===== src/rtl/rggen_axi4lite_bridge_timeout.sv =====
// rggen bus -> AXI4-Lite master bridge with registered outputs and an optional
// response timeout; late responses after a timeout are drained silently.
module rggen_axi4lite_bridge_timeout #(
  parameter int unsigned ADDRESS_WIDTH  = 16,
  parameter int unsigned BUS_WIDTH      = 32,
  parameter logic [2:0]  PROT           = 3'b000,
  parameter int unsigned TIMEOUT_CYCLES = 0
) (
  input  logic                     i_clk,
  input  logic                     i_rst_n,
  // rggen bus side
  input  logic                     i_bus_valid,
  input  logic                     i_bus_write,
  input  logic [ADDRESS_WIDTH-1:0] i_bus_address,
  input  logic [BUS_WIDTH-1:0]     i_bus_write_data,
  input  logic [BUS_WIDTH/8-1:0]   i_bus_strobe,
  output logic                     o_bus_ready,
  output logic [1:0]               o_bus_status,
  output logic [BUS_WIDTH-1:0]     o_bus_read_data,
  // AXI4-Lite write address / data / response
  output logic                     o_awvalid,
  input  logic                     i_awready,
  output logic [ADDRESS_WIDTH-1:0] o_awaddr,
  output logic [2:0]               o_awprot,
  output logic                     o_wvalid,
  input  logic                     i_wready,
  output logic [BUS_WIDTH-1:0]     o_wdata,
  output logic [BUS_WIDTH/8-1:0]   o_wstrb,
  input  logic                     i_bvalid,
  output logic                     o_bready,
  input  logic [1:0]               i_bresp,
  // AXI4-Lite read address / data
  output logic                     o_arvalid,
  input  logic                     i_arready,
  output logic [ADDRESS_WIDTH-1:0] o_araddr,
  output logic [2:0]               o_arprot,
  input  logic                     i_rvalid,
  output logic                     o_rready,
  input  logic [BUS_WIDTH-1:0]     i_rdata,
  input  logic [1:0]               i_rresp
);

  localparam int unsigned STRB_WIDTH = BUS_WIDTH / 8;
  localparam int unsigned CNT_WIDTH  =
    (TIMEOUT_CYCLES > 0) ? $clog2(TIMEOUT_CYCLES + 1) : 1;

  localparam logic [2:0] IDLE     = 3'd0;
  localparam logic [2:0] REQUEST  = 3'd1;
  localparam logic [2:0] RESPONSE = 3'd2;
  localparam logic [2:0] DONE     = 3'd3;
  localparam logic [2:0] DRAIN    = 3'd4;

  // rggen status shares the AXI resp encoding, so responses map by direct cast
  localparam logic [1:0] RGGEN_OKAY        = 2'b00;
  localparam logic [1:0] RGGEN_SLAVE_ERROR = 2'b10;

  logic [2:0]               r_state;
  logic                     r_write;
  logic [ADDRESS_WIDTH-1:0] r_address;
  logic [BUS_WIDTH-1:0]     r_wdata;
  logic [STRB_WIDTH-1:0]    r_strobe;
  logic                     r_aw_done;
  logic                     r_w_done;
  logic                     r_awvalid;
  logic                     r_wvalid;
  logic                     r_arvalid;
  logic                     r_bready;
  logic                     r_rready;
  logic                     r_ready;
  logic [1:0]               r_status;
  logic [BUS_WIDTH-1:0]     r_read_data;
  logic                     r_pending;

  logic [2:0]               w_state_next;
  logic                     w_write_next;
  logic [ADDRESS_WIDTH-1:0] w_address_next;
  logic [BUS_WIDTH-1:0]     w_wdata_next;
  logic [STRB_WIDTH-1:0]    w_strobe_next;
  logic                     w_aw_done_next;
  logic                     w_w_done_next;
  logic                     w_awvalid_next;
  logic                     w_wvalid_next;
  logic                     w_arvalid_next;
  logic                     w_bready_next;
  logic                     w_rready_next;
  logic                     w_ready_next;
  logic [1:0]               w_status_next;
  logic [BUS_WIDTH-1:0]     w_read_data_next;
  logic                     w_pending_next;

  logic                     w_resp;
  logic                     w_expire;

  assign w_resp = r_write ? (i_bvalid & r_bready) : (i_rvalid & r_rready);

  // Response timeout counter; absent entirely when the timeout is disabled
  generate
    if (TIMEOUT_CYCLES > 0) begin : g_timeout
      logic [CNT_WIDTH-1:0] r_count;
      logic [CNT_WIDTH-1:0] w_count_next;

      always_comb begin
        w_count_next = r_count;
        if (r_state != RESPONSE) begin
          w_count_next = '0;
        end else if (!w_resp && (r_count != CNT_WIDTH'(TIMEOUT_CYCLES))) begin
          w_count_next = r_count + CNT_WIDTH'(1);
        end
      end

      // expiry is the cycle in which the count would reach the limit
      assign w_expire = (r_state == RESPONSE) && !w_resp &&
                        (r_count == CNT_WIDTH'(TIMEOUT_CYCLES - 1));

      always_ff @(posedge i_clk or negedge i_rst_n) begin
        if (!i_rst_n) begin
          r_count <= '0;
        end else begin
          r_count <= w_count_next;
        end
      end
    end else begin : g_no_timeout
      assign w_expire = 1'b0;
    end
  endgenerate

  // Next-state and next-output decode
  always_comb begin
    w_state_next     = r_state;
    w_write_next     = r_write;
    w_address_next   = r_address;
    w_wdata_next     = r_wdata;
    w_strobe_next    = r_strobe;
    w_aw_done_next   = r_aw_done;
    w_w_done_next    = r_w_done;
    w_awvalid_next   = r_awvalid;
    w_wvalid_next    = r_wvalid;
    w_arvalid_next   = r_arvalid;
    w_bready_next    = r_bready;
    w_rready_next    = r_rready;
    w_ready_next     = 1'b0;
    w_status_next    = r_status;
    w_read_data_next = r_read_data;
    w_pending_next   = r_pending;

    case (r_state)
      IDLE: begin
        if (i_bus_valid) begin
          w_write_next   = i_bus_write;
          w_address_next = i_bus_address;
          w_wdata_next   = i_bus_write_data;
          w_strobe_next  = i_bus_strobe;
          w_aw_done_next = 1'b0;
          w_w_done_next  = 1'b0;
          w_awvalid_next = i_bus_write;
          w_wvalid_next  = i_bus_write;
          w_arvalid_next = !i_bus_write;
          w_state_next   = REQUEST;
        end
      end
      REQUEST: begin
        if (r_write) begin
          w_aw_done_next = r_aw_done | (r_awvalid & i_awready);
          w_w_done_next  = r_w_done  | (r_wvalid  & i_wready);
          w_awvalid_next = !w_aw_done_next;
          w_wvalid_next  = !w_w_done_next;
          if (w_aw_done_next && w_w_done_next) begin
            w_bready_next = 1'b1;
            w_state_next  = RESPONSE;
          end
        end else if (r_arvalid && i_arready) begin
          w_arvalid_next = 1'b0;
          w_rready_next  = 1'b1;
          w_state_next   = RESPONSE;
        end
      end
      RESPONSE: begin
        if (w_resp) begin
          w_status_next    = r_write ? i_bresp : i_rresp;
          w_read_data_next = r_write ? '0 : i_rdata;
          w_bready_next    = 1'b0;
          w_rready_next    = 1'b0;
          w_ready_next     = 1'b1;
          w_state_next     = DONE;
        end else if (w_expire) begin
          w_status_next    = RGGEN_SLAVE_ERROR;
          w_read_data_next = '0;
          w_pending_next   = 1'b1;
          w_bready_next    = 1'b0;
          w_rready_next    = 1'b0;
          w_ready_next     = 1'b1;
          w_state_next     = DONE;
        end
      end
      DONE: begin
        // a timed-out slave still owes a response; reopen the channel for it
        w_bready_next  = r_pending & r_write;
        w_rready_next  = r_pending & !r_write;
        w_pending_next = 1'b0;
        w_state_next   = r_pending ? DRAIN : IDLE;
      end
      DRAIN: begin
        if (w_resp) begin
          w_bready_next = 1'b0;
          w_rready_next = 1'b0;
          w_state_next  = IDLE;
        end
      end
      default: begin
        w_awvalid_next = 1'b0;
        w_wvalid_next  = 1'b0;
        w_arvalid_next = 1'b0;
        w_bready_next  = 1'b0;
        w_rready_next  = 1'b0;
        w_pending_next = 1'b0;
        w_state_next   = IDLE;
      end
    endcase
  end

  always_ff @(posedge i_clk or negedge i_rst_n) begin
    if (!i_rst_n) begin
      r_state     <= IDLE;
      r_write     <= 1'b0;
      r_address   <= '0;
      r_wdata     <= '0;
      r_strobe    <= '0;
      r_aw_done   <= 1'b0;
      r_w_done    <= 1'b0;
      r_awvalid   <= 1'b0;
      r_wvalid    <= 1'b0;
      r_arvalid   <= 1'b0;
      r_bready    <= 1'b0;
      r_rready    <= 1'b0;
      r_ready     <= 1'b0;
      r_status    <= RGGEN_OKAY;
      r_read_data <= '0;
      r_pending   <= 1'b0;
    end else begin
      r_state     <= w_state_next;
      r_write     <= w_write_next;
      r_address   <= w_address_next;
      r_wdata     <= w_wdata_next;
      r_strobe    <= w_strobe_next;
      r_aw_done   <= w_aw_done_next;
      r_w_done    <= w_w_done_next;
      r_awvalid   <= w_awvalid_next;
      r_wvalid    <= w_wvalid_next;
      r_arvalid   <= w_arvalid_next;
      r_bready    <= w_bready_next;
      r_rready    <= w_rready_next;
      r_ready     <= w_ready_next;
      r_status    <= w_status_next;
      r_read_data <= w_read_data_next;
      r_pending   <= w_pending_next;
    end
  end

  assign o_bus_ready     = r_ready;
  assign o_bus_status    = r_status;
  assign o_bus_read_data = r_read_data;
  assign o_awvalid       = r_awvalid;
  assign o_awaddr        = r_address;
  assign o_awprot        = PROT;
  assign o_wvalid        = r_wvalid;
  assign o_wdata         = r_wdata;
  assign o_wstrb         = r_strobe;
  assign o_bready        = r_bready;
  assign o_arvalid       = r_arvalid;
  assign o_araddr        = r_address;
  assign o_arprot        = PROT;
  assign o_rready        = r_rready;

endmodule

===== config.mk =====
export PLATFORM = sky130hd
export DESIGN_NAME = rggen_axi4lite_bridge_timeout
export DESIGN_NICKNAME = d
export VERILOG_FILES = /design/src/rtl/rggen_axi4lite_bridge_timeout.sv
export SDC_FILE = /design/constraint.sdc
export NUM_CORES = 1
export LEC_CHECK = 0
export CORE_AREA = 4 4 154 82
export CTS_BUF_LIST = sky130_fd_sc_hd__clkbuf_4
export DETAILED_ROUTE_END_ITERATION = 6
export DIE_AREA = 0 0 158 86
export PLACE_DENSITY = 0.75
export SLEW_MARGIN = 30
export SYNTH_ARGS = -nofsm -noshare
export SYNTH_HDL_FRONTEND = slang
export SYNTH_SLANG_ARGS = --single-unit

===== constraint.sdc =====
create_clock -name i_clk -period 1.58 [get_ports i_clk]
set_input_delay 0.316 -clock i_clk [delete_from_list [all_inputs] [get_ports i_clk]]
set_output_delay 0.316 -clock i_clk [all_outputs]
set_load 0.1 [all_outputs]

==> flow_summary.yaml <==
finish:
  nFillCells: 851
  antenna_cells: 0
  drive_gt1_frac: 0.437
  nets: 646
  syn2layout_area_growth_pct: 87.6
setup_path:
  r2r-start: "r_state[0]$_DFFE_PN0P_"
  crit_arrival_ps: 1900
  cp.required_ps: 1910
  worst-path-max-fanout: 5
  startpoint_type: "flip-flop"
  startpoint: "r_state[0]$_DFFE_PN0P_"
  endpoint_kind: "flip-flop"
  path_class: "flip-flop to flip-flop"
synthesis:
  syn_inst: 342
  synth_largest_area_cell: "dfrtp_1"
  synth_common_cells: "dfrtp_1, nand2_1, mux2_2"
  yosysMostFrequentCell: "dfrtp_1"
  syn_avg_cell_area_sq_um: 11.9
  syn_area_sq_um: 4080
  synth_ff_type: "dfrtp_1"
  synth.distinct_cells: 29
  synth-edff-count: 0
  async_flop_share: 1.00
  seq_area_frac_synth: 0.594
  synth_seq_cells: 97
  synth_top_cell_area_share: 0.594
  synth.area.top_cells: "dfrtp_1, mux2_2, nand2_1"
  yosysWarnings: 0
pwr:
  p_leak_nw: 3.54
  seq_power_share: 0.569
  swShare: 0.225
  p_comb_frac: 0.089
  cellPowerDensity_nw_per_um2: 570
  internal_power_w: 0.00338
  power_w: 0.00436
  p_clk_frac: 0.342
  vdd_drop_max_mv: 0.420
  power_switching_w: 0.000982
cts:
  path_clk_slew_ps: 150
  clockBufferDepth: 2
  cts_buffers: 9
  clock-sinks: 97
  clk_latency_ps: 430
  htree_num_levels: 3
  cts_tree: "built"
  clock-root-buffer: "clkbuf_4"
global_routing:
  grt_antenna_before_repair: 0
  grt_pass1_vias: 3455
  gr-usage-all-layers: 0.171
  grt_max_degree: 36
  grt_pass1_wl_mm: 18.2
  grt_overflow: 0
timing:
  min_period_ps: 1570
  setup_viol: 0
  drv_slew: 0
  fmax_mhz: 639
  hold_viol_final: 0
  fin_tns_setup_ps: 0
  rsz0062_at_grt: "true"
  fin_crit_sh: 0.991
  skew_ps: 9.13
detailed_routing:
  wl_per_cell_um: 16.7
  vias: 3245
  drt-vias-per-instance: 4.64
  firstDrtPassIters: 4
  drc: 0
  drtIter0Drc: 80
  routed_wl_mm: 11.6
  antenna_left: 0
placed_design:
  finalWeightedCongestion: 0.811
  dp_hpwl_mm: 9.20
  port_buffers: 204
floorplanning:
  initial_utilization: 0.359
  die_area_sq_um: 13600
  fp.dieW_um: 158
  rows: 28
  ios: 211
  core_sq_um: 11400
  die_height_um: 86
outcome:
  status: "finished, final reports clean"
worst_hold_path:
  hp-class: "input port to asynchronous set/reset pin"
flow_run:
  cap_violations: 0
## stage by stage
| stage | cell area, sq um | utilization | hold slack [ps] | setup slack (ps) | cells |
|---|---|---|---|---|---|
| 2_1_floorplan | 4150 | - | 20.4 | -10.9 | 347 |
| 3_5_place_dp | 7370 | 0.647 | 273 | -266 | 679 |
| 6_report | 7660 | 0.673 | 328 | 14.7 | 699 |
| 3_3_place_gp | 7370 | 0.647 | 268 | -162 | 679 |
| 4_1_cts | 7620 | 0.670 | 306 | 1.85 | 698 |
| 5_1_grt | 7660 | 0.673 | 312 | -9.71 | 699 |
## sequential cells by signal, indices dropped and copies added (netlist names), 2 cells and up
signal and cells:
r_state 2, o_bus_read_data 32, o_wstrb 4, o_wdata 32, o_bus_status 2, o_araddr 16
## kinds of logic (layout without fill, tap and decap cells)
| logic type | Yosys count | after routing | share of synthesized area |
|---|---|---|---|
| other cells | 1 | 6 | 0.000918 |
| fa+ha+maj | 5 | 5 | 0.0153 |
| flops | 97 | 97 | 0.594 |
| mux | 60 | 60 | 0.165 |
| simple gates | 82 | 82 | 0.0839 |
| compound gates | 52 | 53 | 0.0705 |
| buf+inv | 45 | 246 | 0.0705 |
## layout by cell type, fill, tap and decap left out, types with 3 or more instances in the layout
cell / synthesis / routed
o21ai_0: 28 / 27
clkdlybuf4s50_1: 0 / 95
buf_4: 22 / 14
inv_1: 5 / 3
ha_4: 0 / 3
dfrtp_2: 0 / 19
nand2_1: 69 / 68
a21oi_1: 4 / 4
buf_12: 0 / 112
clkbuf_4: 0 / 10
conb_1: 1 / 6
a31oi_1: 5 / 4
inv_2: 1 / 3
o21ai_1: 11 / 10
dfrtp_1: 97 / 76
mux2_2: 56 / 55
nor2_1: 4 / 4
## power by group through the flow
stage	sequential [W]	combinational [W]	clock, W
floorplan	0.00253	0.0000939	0
global placement	0.00253	0.000386	0
detailed placement	0.00253	0.000391	0
CTS	0.00248	0.000395	0.00156
global route	0.00248	0.000420	0.00166
finish	0.00248	0.000389	0.00149
## worst max-delay path, stage by stage, from the launching register on
cell and delay [ps]:
dfrtp_1 430, buf_6 130, ha_4 170, and2_1 200, o21ai_2 90, nand3_2 130, mux2_4 320
## area by class of cell
| type | count | area [sq um] | share of cell area |
|---|---|---|---|
| timing repair buffer | 224 | 3330 | 0.435 |
| sequential | 97 | 2460 | 0.321 |
| multi-input combinational | 206 | 1500 | 0.195 |
| tap | 150 | 188 | 0.0245 |
| clock inverter | 6 | 90.1 | 0.0118 |
| clock buffer | 10 | 75.1 | 0.00980 |
| inverter | 6 | 22.5 | 0.00294 |
## per-layer routing
metal	share of wire	vias to the layer above	global-route usage
li1	-	1530	-
met1	0.41	1584	0.217
met2	0.51	126	0.291
met3	0.083	5	0.0600
met4	0.0039	0	0.0279
met5	0	-	0
## timing repair
action | in CTS | in global routing
hold endpoints to repair | 25 | 0
setup endpoints to repair | 36 | 5
hold buffers | 1 | 0
gates cloned | 1 | 0
buffers inserted | 1 | 1
gates resized for setup | 15 | 5
pin swaps | 2 | 3
## path summary, 6_finish.rpt
check                                                  end  slack, ps  cells after the start
max in group asynchronous          o_wdata[18]$_DFFE_PN0P_        720                      3
max                                 r_state[1]$_DFFE_PN0P_         10                      6
max reg2reg                         r_state[1]$_DFFE_PN0P_         10                      6
min in group i_clk         o_bus_read_data[29]$_DFFE_PN0P_        420                      3
min                                o_araddr[7]$_DFFE_PN0P_        330                      2
min reg2reg                 o_bus_read_data[4]$_DFFE_PN0P_        560                      2
Note: power is estimated with default switching activity, not from simulation.
